<file path="src/rtl/ushift_pkg.sv">
// ushift_pkg: opcodes, FSM states and step-count rule shared by the
// universal shift register and its step function.
package ushift_pkg;

    localparam logic [2:0] OP_HOLD = 3'b000;
    localparam logic [2:0] OP_SR   = 3'b001;
    localparam logic [2:0] OP_SL   = 3'b010;
    localparam logic [2:0] OP_LOAD = 3'b011;
    localparam logic [2:0] OP_INV  = 3'b100;
    localparam logic [2:0] OP_RR   = 3'b101;
    localparam logic [2:0] OP_RL   = 3'b110;
    localparam logic [2:0] OP_SWAP = 3'b111;

    typedef enum logic [1:0] {
        ST_IDLE = 2'd0,
        ST_RUN  = 2'd1,
        ST_DONE = 2'd2
    } state_t;

    // Shifts and rotates honour amt; the remaining ops run at most once.
    function automatic logic repeats(input logic [2:0] op);
        return (op == OP_SR) || (op == OP_SL) || (op == OP_RR) || (op == OP_RL);
    endfunction

endpackage

</file>
<file path="src/rtl/ushift_step.sv">
// ushift_step: one combinational step of the universal shift register.
module ushift_step
    import ushift_pkg::*;
#(
    parameter int WIDTH = 8
) (
    input  logic [2:0]       op,
    input  logic [WIDTH-1:0] cur,
    input  logic [WIDTH-1:0] ld,
    input  logic             sin_lo,
    input  logic             sin_hi,
    output logic [WIDTH-1:0] nxt
);

    always_comb begin
        nxt = cur;
        case (op)
            OP_SR:   nxt = {cur[WIDTH-2:0], sin_lo};
            OP_SL:   nxt = {sin_hi, cur[WIDTH-1:1]};
            OP_LOAD: nxt = ld;
            OP_INV:  nxt = ~cur;
            OP_RR:   nxt = {cur[WIDTH-2:0], cur[WIDTH-1]};
            OP_RL:   nxt = {cur[0], cur[WIDTH-1:1]};
            OP_SWAP: nxt = {cur[WIDTH/2-1:0], cur[WIDTH-1:WIDTH/2]};
            default: nxt = cur;
        endcase
    end

endmodule

</file>
<file path="src/rtl/universal_shift_reg_n.sv">
// universal_shift_reg_n: WIDTH-bit universal shift register applying a latched
// opcode for a programmed number of steps, with start/busy/done handshake.
module universal_shift_reg_n
    import ushift_pkg::*;
#(
    parameter  int WIDTH = 8,
    localparam int CNT_W = $clog2(WIDTH + 1)
) (
    input  logic             clk,
    input  logic             clear,
    input  logic             start,
    input  logic [2:0]       S,
    input  logic [CNT_W-1:0] amt,
    input  logic [WIDTH-1:0] I,
    input  logic             sin_lo,
    input  logic             sin_hi,
    output logic [WIDTH-1:0] O,
    output logic             sout_lo,
    output logic             sout_hi,
    output logic             busy,
    output logic             done
);

    state_t           state, state_nxt;
    logic [2:0]       op;
    logic [WIDTH-1:0] ld, step_val;
    logic [CNT_W-1:0] cnt, cnt_init;

    ushift_step #(.WIDTH(WIDTH)) u_step (
        .op(op),
        .cur(O),
        .ld(ld),
        .sin_lo(sin_lo),
        .sin_hi(sin_hi),
        .nxt(step_val)
    );

    assign cnt_init = (amt == '0) ? '0 : repeats(S) ? amt : CNT_W'(1);
    assign busy     = state != ST_IDLE;
    assign done     = state == ST_DONE;
    assign sout_lo  = O[0];
    assign sout_hi  = O[WIDTH-1];

    always_comb begin
        state_nxt = state;
        case (state)
            ST_IDLE: state_nxt = !start ? ST_IDLE : (cnt_init == '0) ? ST_DONE : ST_RUN;
            ST_RUN:  state_nxt = (cnt == CNT_W'(1)) ? ST_DONE : ST_RUN;
            ST_DONE: state_nxt = ST_IDLE;
            default: state_nxt = ST_IDLE;
        endcase
    end

    always_ff @(posedge clk) begin
        if (!clear) begin
            state <= ST_IDLE;
            O     <= '0;
            cnt   <= '0;
            op    <= OP_HOLD;
            ld    <= '0;
        end else begin
            state <= state_nxt;
            if (state == ST_IDLE && start) begin
                op  <= S;
                ld  <= I;
                cnt <= cnt_init;
            end
            if (state == ST_RUN) begin
                O   <= step_val;
                cnt <= cnt - CNT_W'(1);
            end
        end
    end

endmodule
</file>
<file path="config.mk">
export PLATFORM = sky130hd
export DESIGN_NAME = universal_shift_reg_n
export DESIGN_NICKNAME = d
export VERILOG_FILES = /design/src/rtl/ushift_pkg.sv /design/src/rtl/ushift_step.sv /design/src/rtl/universal_shift_reg_n.sv
export SDC_FILE = /design/constraint.sdc
export NUM_CORES = 1
export LEC_CHECK = 0
export ABC_CLOCK_PERIOD_IN_PS = 1600
export CORE_MARGIN = 1
export CORE_UTILIZATION = 40
export CTS_CLUSTER_DIAMETER = 30
export CTS_CLUSTER_SIZE = 10
export DETAILED_ROUTE_END_ITERATION = 16
export DONT_BUFFER_PORTS = 1
export GPL_TIMING_DRIVEN = 0
export HOLD_SLACK_MARGIN = 0.08
export PLACE_DENSITY_LB_ADDON = 0.12
export SLEW_MARGIN = 10
export SYNTH_ARGS = -nofsm -noshare
export SYNTH_HDL_FRONTEND = slang
export SYNTH_HIERARCHICAL = 1
export SYNTH_SLANG_ARGS = --single-unit
</file>
<file path="constraint.sdc">
create_clock -name clk -period 1.6 [get_ports clk]
set_input_delay 0.24 -clock clk [delete_from_list [all_inputs] [get_ports clk]]
set_output_delay 0.24 -clock clk [all_outputs]
set_load 0.05 [all_outputs]
</file>
==> flow_summary.ini <==
[run]
maxCapViolations = 0

[routing]
viasPerCell = 5.57
detail_route.iter0.violations = 79
detail-route-antenna-nets = 0
drc = 0
finalWirelength_um = 3720
dr.pass1.iters = 4
vias = 1408
wl_per_cell_um = 14.7

[finish]
area_delta_synth_final_pct = 7.54
drive_gt1_share_pct = 18.5
fillers = 388
multi_input_area_um2 = 925
seq_area_um2 = 510
antenna_cells = 0
final_area_um2 = 1680
nets = 228

[setup_path]
worstPathMaxFanout = 9
path_delay_family = simple AND/OR/NAND/NOR gates
critPathKind = flop to primary output
critPathMaxStageDelay_ns = 0.55
cp-start-kind = flop
crit_chain = nor2b_2
worstPathArrival_ns = 1.32
critPathCaptureType = primary output
cp.required_ns = 1.36
crit_buf_inv = 0
cpMaxStageDelayCell = nor2b_2

[synthesis]
synth-main-ff-cell = dfxtp_1
synth_xor_area_share_pct = 1.68
synthMuxAreaShare_pct = 7.06
yosysWarnings = 6
ys_ff_latch = 25
syn_area_um2 = 1560
synthSimpleGateAreaFrac_pct = 26.1
synth_nets = 223
synth_compound_area_share_pct = 22.7
synthAdderAreaFrac_pct = 1.60
yosys.area.top_type = dfxtp_1
synth_commonest_cells = nand2_1 (46), a21oi_1 (30), dfxtp_1 (25)
async_flop_share_pct = 0
synth_cells = 201
ys_types = 43
yosysSeqAreaShare_pct = 32.1
synth_edf_count = 0
yosysMostFrequentCell = nand2_1
synth_top_family_by_area = simple AND/OR/NAND/NOR gates
synth.top_cell.area_share_pct = 32.1
synth_area_leaders = dfxtp_1 (32%), nand2_1 (11%), a21oi_1 (9.6%)
syn_avg_cell_area_um2 = 7.76

[sta]
post-route-period-util_pct = 97.3
whs_ns = 0.0971
max_freq_ghz = 0.642
grt_setup_unrepaired = false
fin_skew_ns = 0.00486
period_minus_slack_ns = 1.56
finalSetupTns_ns = 0
relSlewSlack_pct = 63.7
final_max_slew_viol_count = 0
worst_pin_slew_ns = 0.542
hold_viol_final = 0
setup_viol = 0

[grt]
grt-ovfl-total = 0
grt_pass1_vias = 1328
grt.busiest_layer = met2
grt_start_max_net_pins = 14
use_met2_pct = 30.5
track_usage_pct = 19.4
met1_usage_pct = 26.0
grt_pass1_wl_um = 6270
grt_use_met3_pct = 3.87
antenna_found_initial = 0

[clock_network]
h-tree-depth = 1
clk_latency_ns = 0.26
clock-root-buffer = clkbuf_8
clk_pin_slew_worst_paths_ns = 0.08
postCtsSetupRepairBufs = 0
ctsHoldBuffers = 0
cts.sinks = 25
numCtsBuffers = 3
cts_tree = done
clk_path_buf_depth = 2

[die]
dieWidth_um = 64.5
io_pins = 32
die_y_um = 64.5
die_area_um2 = 4150
core_area_um2 = 3690
start_util_pct = 42.3
core.rowCount = 22

[placed_design]
post-dp-hpwl_um = 2740
portBuffers = 0
gp_congestion = 0.800
place_area_um2 = 1620

[power]
power_density_nw_per_um2 = 950
irDropWorstVdd_mv = 0.464
cellLeakagePower_nw = 0.596

[run_status]
status = finished, final reports clean

[worst_hold_path]
min_path_type = primary input to flop
==> final timing paths <==
| check | start | end | slack, ns | cells after the start |
|---|---|---|---|---|
| max | state[1] | done | 0.04 | 1 |
| min | clear | cnt[0] | 0.1 | 1 |
| max reg2reg | O[6] | O[2] | 0.13 | 4 |
| min reg2reg | ld[5] | ld[5] | 0.46 | 2 |
==> final cells by class <==
cell class | instances | area share, %
plain buffers | 17 | 7.08
clock buffers | 4 | 2.68
inverters | 5 | 1.12
multi-input cells | 154 | 55.1
flip-flops and latches | 25 | 30.4
well taps | 48 | 3.58
==> state kept, by name, summed over array words and instances (netlist names) <==
signal	count
ld	8
O	8
state	2
op	3
cnt	4
==> cell families after synthesis <==
family                   Yosys count
AO/OA/AOI/OAI                     58
XOR/XNOR                           3
adder cells (fa/ha/maj)            2
buffers and inverters             22
flip-flops                        25
multiplexers                       8
AND/OR/NAND/NOR                   83
==> worst register-to-register path: stages, from the launching register on <==
cell     delay, ns
dfxtp_2       0.45
mux2_4        0.31
mux4_2        0.46
nand2_1       0.07
a21oi_1       0.05
==> metal layers <==
metal	vias to the layer above	wire length [um]
li1	711	-
met1	637	1700
met2	56	1690
met3	4	274
met4	0	47
met5	-	0
==> report_power, final <==
group	leakage (nW)	switching (mW)	internal, mW	total, mW
Sequential	0.208	0.110	0.676	0.786
Combinational	0.364	0.244	0.201	0.445
Clock	0.0228	0.185	0.178	0.363
==> through the flow <==
step	total power [mW]	setup slack [ns]	instances	utilization, %
after global placement	1.23	-0.0414	249	43.9
after floorplan	1.15	0.0688	201	-
after global routing	1.70	0.00792	253	45.5
after detailed placement	1.24	-0.0557	249	43.9
after CTS	1.60	0.00298	253	45.4
final	1.59	0.0433	253	45.5
==> placed cells by master, fill, tap and decap left out, types with 2 or more instances in the layout <==
cell type and instances:
nand2b_1 3, o22ai_1 3, dfxtp_1 17, nand3b_1 2, xor2_1 2, a31oi_1 6
o21ai_0 4, buf_2 5, o22a_1 2, clkbuf_8 3, ha_1 2, nor2b_1 4
a211oi_1 2, a2bb2oi_1 2, buf_4 7, nor3b_1 2, clkbuf_1 3, mux2i_1 5
nand2_1 46, buf_6 3, or2_2 2, mux4_2 2, a32oi_1 2, nor3_1 5
inv_1 5, nor2_1 8, a21oi_1 30, nand3_1 3, dfxtp_2 8
==> timing repair <==
| item | in CTS | in global routing |
|---|---|---|
| resized for setup | 5 | 4 |
| endpoints found under the setup margin | 8 | 5 |
| gates cloned | 0 | 0 |
(Power assumes the default switching activity.)
